$ cat config.mk
export PLATFORM = sky130hd
export DESIGN_NAME = writeback_unit
export DESIGN_NICKNAME = d
export VERILOG_FILES = /design/src/rtl/writeback_unit.sv
export SDC_FILE = /design/constraint.sdc
export NUM_CORES = 1
export LEC_CHECK = 0
export BUFFER_PORTS_ARGS = -buffer_cell sky130_fd_sc_hd__buf_2
export CELL_PAD_IN_SITES_DETAIL_PLACEMENT = 1
export CELL_PAD_IN_SITES_GLOBAL_PLACEMENT = 2
export CORE_UTILIZATION = 40
export DETAILED_ROUTE_END_ITERATION = 10
export HOLD_SLACK_MARGIN = 0.05
export PLACE_DENSITY_LB_ADDON = 0.1
export RECOVER_POWER = 25
export SETUP_SLACK_MARGIN = 0.02
export SYNTH_ARGS = -nofsm -noshare
export SYNTH_HDL_FRONTEND = slang
export SYNTH_SLANG_ARGS = --single-unit
export TNS_END_PERCENT = 1
$ cat constraint.sdc
create_clock -name clk -period 6.8 [get_ports clk]
set_clock_uncertainty 0.15 [all_clocks]
set_input_delay 0.34 -clock clk [delete_from_list [all_inputs] [get_ports clk]]
set_output_delay 0.34 -clock clk [all_outputs]
set_load 0.005 [all_outputs]
$ cat src/rtl/writeback_unit.sv
// Register-file write-side initiator: merges ALU and load results into a small
// in-order FIFO, drains one write per cycle and reports per-register pending writes.
module writeback_unit #(
    parameter int DATA_WIDTH = 32,
    parameter int DEPTH      = 4,
    parameter int PTR_W      = 2
) (
    input  logic                  clk,
    input  logic                  rst_n,
    input  logic                  alu_valid,
    output logic                  alu_ready,
    input  logic [4:0]            alu_rd,
    input  logic [DATA_WIDTH-1:0] alu_data,
    input  logic                  mem_valid,
    output logic                  mem_ready,
    input  logic [4:0]            mem_rd,
    input  logic [DATA_WIDTH-1:0] mem_data,
    output logic                  rf_wr,
    output logic [4:0]            rf_rd,
    output logic [DATA_WIDTH-1:0] rf_wd,
    input  logic [4:0]            chk_rs1,
    input  logic [4:0]            chk_rs2,
    output logic                  busy1,
    output logic                  busy2,
    output logic                  empty,
    output logic [PTR_W:0]        count
);

    localparam logic [PTR_W:0]   DEPTH_C = (PTR_W+1)'(DEPTH);
    localparam logic [PTR_W-1:0] PTR_ONE = PTR_W'(1);
    localparam logic [PTR_W:0]   CNT_ONE = (PTR_W+1)'(1);

    logic [4:0]            ent_rd_q [DEPTH];
    logic [DATA_WIDTH-1:0] ent_wd_q [DEPTH];

    logic [PTR_W-1:0]      wr_ptr_q, wr_ptr_d;
    logic [PTR_W-1:0]      rd_ptr_q, rd_ptr_d;
    logic [PTR_W:0]        count_q, count_d;
    logic                  rf_wr_q, rf_wr_d;
    logic [4:0]            rf_rd_q, rf_rd_d;
    logic [DATA_WIDTH-1:0] rf_wd_q, rf_wd_d;

    logic                  full_s;
    logic                  push_s;
    logic                  store_s;
    logic                  pop_s;
    logic [4:0]            push_rd_s;
    logic [DATA_WIDTH-1:0] push_wd_s;
    logic [DEPTH-1:0]      occupied_s;
    logic [DEPTH-1:0]      match1_s;
    logic [DEPTH-1:0]      match2_s;

    // Readiness: a full FIFO refuses regardless of a same-cycle pop; ALU has priority.
    always_comb begin
        full_s    = (count_q == DEPTH_C);
        alu_ready = !full_s;
        mem_ready = !full_s && !alu_valid;
    end

    // Select the single accepted source this cycle.
    always_comb begin
        push_s    = 1'b0;
        push_rd_s = 5'd0;
        push_wd_s = '0;
        if (alu_valid && alu_ready) begin
            push_s    = 1'b1;
            push_rd_s = alu_rd;
            push_wd_s = alu_data;
        end else if (mem_valid && mem_ready) begin
            push_s    = 1'b1;
            push_rd_s = mem_rd;
            push_wd_s = mem_data;
        end else begin
            push_s    = 1'b0;
        end
        // x0 writes complete the handshake but are never stored
        store_s = push_s && (push_rd_s != 5'd0);
        pop_s   = (count_q != '0);
    end

    // Pointer, occupancy and write-port next state.
    always_comb begin
        wr_ptr_d = wr_ptr_q;
        rd_ptr_d = rd_ptr_q;
        count_d  = count_q;
        rf_wr_d  = 1'b0;
        rf_rd_d  = rf_rd_q;
        rf_wd_d  = rf_wd_q;
        if (store_s) begin
            wr_ptr_d = wr_ptr_q + PTR_ONE;
        end else begin
            wr_ptr_d = wr_ptr_q;
        end
        if (pop_s) begin
            rd_ptr_d = rd_ptr_q + PTR_ONE;
            rf_wr_d  = 1'b1;
            rf_rd_d  = ent_rd_q[rd_ptr_q];
            rf_wd_d  = ent_wd_q[rd_ptr_q];
        end else begin
            rd_ptr_d = rd_ptr_q;
            rf_wr_d  = 1'b0;
        end
        case ({store_s, pop_s})
            2'b10:   count_d = count_q + CNT_ONE;
            2'b01:   count_d = count_q - CNT_ONE;
            default: count_d = count_q;
        endcase
    end

    // Control and write-port registers; reset discards anything pending.
    always_ff @(posedge clk or negedge rst_n) begin
        if (!rst_n) begin
            wr_ptr_q <= '0;
            rd_ptr_q <= '0;
            count_q  <= '0;
            rf_wr_q  <= 1'b0;
            rf_rd_q  <= 5'd0;
            rf_wd_q  <= '0;
        end else begin
            wr_ptr_q <= wr_ptr_d;
            rd_ptr_q <= rd_ptr_d;
            count_q  <= count_d;
            rf_wr_q  <= rf_wr_d;
            rf_rd_q  <= rf_rd_d;
            rf_wd_q  <= rf_wd_d;
        end
    end

    // FIFO storage.
    always_ff @(posedge clk or negedge rst_n) begin
        if (!rst_n) begin
            for (int i = 0; i < DEPTH; i++) begin
                ent_rd_q[i] <= 5'd0;
                ent_wd_q[i] <= '0;
            end
        end else if (store_s) begin
            ent_rd_q[wr_ptr_q] <= push_rd_s;
            ent_wd_q[wr_ptr_q] <= push_wd_s;
        end
    end

    // Per-entry occupancy (distance from head below count) and source matches.
    always_comb begin
        logic [PTR_W-1:0] offset;
        offset     = '0;
        occupied_s = '0;
        match1_s   = '0;
        match2_s   = '0;
        for (int i = 0; i < DEPTH; i++) begin
            offset        = PTR_W'(i) - rd_ptr_q;
            occupied_s[i] = ({1'b0, offset} < count_q);
            match1_s[i]   = (ent_rd_q[i] == chk_rs1);
            match2_s[i]   = (ent_rd_q[i] == chk_rs2);
        end
    end

    // Pending flags cover queued entries plus the write on the port this cycle.
    always_comb begin
        busy1 = (chk_rs1 != 5'd0) &&
                ((|(occupied_s & match1_s)) || (rf_wr_q && (rf_rd_q == chk_rs1)));
        busy2 = (chk_rs2 != 5'd0) &&
                ((|(occupied_s & match2_s)) || (rf_wr_q && (rf_rd_q == chk_rs2)));
        empty = (count_q == '0) && !rf_wr_q;
    end

    assign rf_wr = rf_wr_q;
    assign rf_rd = rf_rd_q;
    assign rf_wd = rf_wd_q;
    assign count = count_q;

endmodule

# Yosys cells after proc, flatten, opt, wreduce, memory -nomap -nowiden
# Cells that the tools add are included.
[totals]
memories = 0
register_bits = 193
word_cells = 89
latch_bits = 0
ram_bits = 0
rom_bits = 0
[op_classes]
n_eq_ne = 13
reduce_logical = 23
bitwise_logic = 4
addsub = 8
shift = 0
mul = 0
div_mod_pow = 0
magnitude_cmp = 7
mux = 20
[op_table]
columns = ["cell", "n"]
rows = [
  ["32-bit 2-to-1 mux", 5],
  ["128-bit bitwise mux", 1],
  ["32-bit binary-select mux with 2-bit select", 1],
  ["32-bit demux with 2-bit select", 1],
  ["5-bit == test", 10],
  ["5-bit 2-to-1 mux", 5],
  ["20-bit bitwise mux", 1],
  ["5-bit nonzero test", 3],
  ["2-bit by 3-bit < comparator with 1-bit output", 4],
  ["5-bit binary-select mux with 2-bit select", 1],
  ["5-bit demux with 2-bit select", 1],
  ["1-bit logical AND", 10],
  ["4-bit bitwise AND", 2],
  ["4-bit OR reduction", 2],
  ["3-bit greater-or-equal comparator, second input constant", 2],
  ["2-bit NOT with 3-bit output", 2],
  ["3-bit case mux with 2 select lines", 1],
  ["2-bit by 1-bit adder with 2-bit output, second input constant", 2],
  ["1-bit by 2-bit subtractor with 2-bit output, first input constant", 2],
  ["2-bit subtractor, first input constant", 2],
  ["3-bit by 1-bit adder with 3-bit output, second input constant", 1],
  ["3-bit == test, second input constant", 1],
  ["1-bit logical NOT", 3],
  ["3-bit logical NOT", 1],
  ["other kinds (8)", 11],
]

# Depth between registers and ports, before layout
[logic_depth]
ltp_word = 10
ltp_mapped = 12
ltp_nobuf = 10

# Worst setup path after synthesis
# Ideal clock, no wire load.
[synth_path]
path_kind = "register to register"
from = "reg count_q[0] (netlist: count[0])"
to = "reg count_q[2] (netlist: count[2])"
path_slack_ns = 4.345
stages_incl_launch_ff = 12
setup_time_ns = 0.079
n_path_buf = 1
arrival_ns = 2.226
cell_sequence = "dfrtp_1 nor3b_4 nor2b_1 a22o_2 buf_12 inv_1 ha_1 inv_1 fa_1 xor2_1 nor2_1 xor2_1"
[synth_via]
elab_chain_cells = 10
[synth_rtl]
columns = ["element", "line_no", "text"]
rows = [
  ["start, declared", "38", "logic [PTR_W:0] count_q, count_d;"],
  ["start signal, assigned", "122", "count_q <= count_d;"],
  ["3-bit == test", "55", "full_s = (count_q == DEPTH_C);"],
  ["1-bit logical NOT", "56, 57", ""],
  ["1-bit logical AND", "57", "mem_ready = !full_s && !alu_valid;"],
  ["1-bit logical AND", "69", "end else if (mem_valid && mem_ready) begin"],
  ["5-bit 2-to-1 mux", "69", ""],
  ["5-bit 2-to-1 mux", "65", "if (alu_valid && alu_ready) begin"],
  ["5-bit nonzero test", "77", "store_s = push_s && (push_rd_s != 5'd0);"],
  ["1-bit logical AND", "77", ""],
  ["2-bit by 1-bit == test with 1-bit output or 2-bit == test (tied branches)", "103", "case ({store_s, pop_s})"],
  ["3-bit case mux with 2 select lines or 2-bit nonzero test (tied branches)", "n/a", ""],
]
# Parallel ways exist; a longest one is shown, timed or not.
# A chain may end at the register's enable or synchronous reset.

==> impl_metrics.toml <==
[outcome]
status = "finished, violations left"
violations = "capacitance limit, slew limit"

[grt]
grt_use_met2_pct = 33.1
grt_util_met3_pct = 3.66
grt.busiest_layer = "met2"
use_met1_pct = 26.2
grt_first_pass_wirelength_mm = 38.7
grt_pass1_vias = 6642
antenna_found_initial = 0
gr-usage-all-layers_pct = 19.7
grt-ovfl-total = 0
grt_start_max_net_pins = 130

[drt]
ant_nets = 0
wl_mm = 23.7
wl_per_cell_um = 22.0
remaining_drc_errors = 0
routed_via_density = 5.31
drtIter0Drc = 202
num_vias = 5736
first_pass_iters = 4

[synth]
synth-async-reset-ratio_pct = 100
synth_top_area_share_pct = 48.3
synth_edf_count = 0
ys_seq_area_share_pct = 48.3
syn_avg_cell_area_um2 = 15.8
syn_area_um2 = 10000
yosysWarnings = 0
synth_top_area_cell = "dfrtp_1"
synth_commonest_cells = "dfrtp_1 (193), mux2_4 (120), mux2_2 (65)"
synth_cell_types = 35
synthCells = 634
ys_seq_elements = 193
synth.area.top_cells = "dfrtp_1 (48%), mux2_4 (18%), mux4_2 (8.3%)"
synth_most_common_cell = "dfrtp_1"
ys.flop_type = "dfrtp_1"
synth_nets = 732

[layout]
utilization_pct = 46.0
antenna_cells = 0
area_growth_pct = 12.5
nets = 843
drive_gt1_share_pct = 50.8

[floorplanning]
num_io_pins = 134
rows = 57
die_area_um2 = 25700
core_area_um2 = 24500
dieWidth_um = 160
die_y_um = 160
floorplan.initialDensity_pct = 40.9

[sta]
setup_viol = 0
slew_viol_final = 130
setup_ws_ns = 2.79
min_period_over_period_pct = 59.0
fin_crit_ns = 4.01
finalSetupTns_ns = 0
rsz0062_at_grt = "no"
fmax_ghz = 0.249
hold_violations = 0
relSlewSlack_pct = -120
worst_pin_slew_ns = 3.30

[critical_path]
r2r-end = "count[1]$_DFFE_PN0P_"
end_kind = "asynchronous set/reset pin"
path_class = "in2async"
critical_path.slowest_cell = "clkbuf_2"
cp_cell_sequence = "dlygate4sd3_1 > clkbuf_2 > buf_4"
start_kind = "primary input"
crit_fanout = 129
r2r-start = "count[2]$_DFFE_PN0P_"
cp.required_ns = 7.01
critical_path.startpoint = "rst_n"
arrival_ns = 4.22
reg2reg_slack_ns = 3.29
slowest_delay_ns = 2.30
r2r_cells = 8

[placed_design]
portBuffers = 133
hpwl_mm = 14.6
gp_congestion = 0.825
post-place-ws_ns = 3.25

[min_path]
worstHoldPathType = "in2reg"
min_from = "mem_data[2]"
min_path_cells = 3
min_to = "ent_wd_q[2]$_DFFE_PN0P_"

[power_and_ir_drop]
ir_drop_mv = 0.173
cellLeakagePower_nw = 5.53
power_density_nw_per_um2 = 476

[clocking]
cts_setup_buffers = 0
cts_buffers = 17
clk_latency_ns = 0.43
cts_sinks = 193
cts_resized = 0
cts-htree-levels = 4
clkTransAtPathRegs_ns = 0.07
cts_tree = "done"
cts-root-buf = "clkbuf_16"
cts_buffer_depth = 2

[run]
cap_violations = 1
-- power breakdown --
part	internal, W	total [W]	switching (W)
clock	0.000498	0.000945	0.000448
combinational	0.00141	0.00233	0.000916
sequential	0.00165	0.00209	0.000437
-- logic make-up after synthesis --
kind of cell	after synthesis	synth area share, %
and+or+nand+nor	45	3.08
AOI/OAI and AO/OA	52	4.29
DFF	193	48.3
muxes	222	33.6
xor gates and xnor gates	57	4.99
adders and majority gates	10	1.33
buffers and inverters	55	4.43
-- sequential cells by signal, indices dropped and copies added, names as in the netlist --
name,flops
count,3
ent_rd_q,20
ent_wd_q,128
rd_ptr_q,2
rf_rd,5
rf_wd,32
rf_wr,1
wr_ptr_q,2
-- worst max path at each step --
stage,endpoint,slack (ns),cells past startpoint
floorplan,count[2]$_DFFE_PN0P_,4.34,11
global placement,count[2]$_DFFE_PN0P_,3.38,10
detailed placement,count[1]$_DFFE_PN0P_,3.25,8
CTS,count[1]$_DFFE_PN0P_,3.23,8
global route,rd_ptr_q[0]$_DFFE_PN0P_,2.04,3
finish,rd_ptr_q[0]$_DFFE_PN0P_,2.79,3
-- per-layer routing --
layer	part of all wire [%]	vias to the layer above
met2	51	108
met1	45	3069
met4	1.3	0
met5	0	-
met3	3.1	20
li1	-	2539
-- timing repair --
item / in CTS / in global routing
hold endpoints to repair: 128 / 0
endpoints found under the setup margin: 0 / 0
hold buffers: 1 / 0
-- area by class of cell --
cell class,count,area (um^2)
fillers,2452,13200
flip-flops and latches,193,4830
multi-input cells,386,4750
repair buffers,138,686
clock buffers,20,467
well taps,324,405
clock inverters,10,80.1
inverters,9,33.8
-- placed cells by master, fill, tap and decap left out, drive strengths merged --
cell type	instances
dfrtp	193
mux2	185
buf	122
xor2	43
a22o	38
mux4	37
clkbuf	35
xnor2	14
inv	11
nor2	9
ha	9
nand2	9
nor3	8
clkinv	5
nand3	4
nor4	4
nand4	4
o211ai	4
a21oi	3
clkinvlp	3
nor3b	2
or4	2
o21bai	2
o22a	2
o21ai	2
or3	1
nor2b	1
a21boi	1
nand2b	1
fa	1
dlygate4sd3	1
-- worst max-delay path: cells and delay by family --
kind	cells	cell delay (ns)
buf+inv	3	3.80
-- metrics by stage --
stage / total power, W / hold WS (ns) / instance area, um^2 / std cells
floorplan: 0.00392 / -0.106 / 10000 / 634
global placement: 0.00438 / 0.331 / 10700 / 1049
detailed placement: 0.00448 / 0.341 / 10700 / 1049
CTS: 0.00546 / 0.175 / 11300 / 1080
global route: 0.00571 / 0.211 / 11300 / 1080
finish: 0.00536 / 0.199 / 11300 / 1080
(Power assumes the default switching activity.)
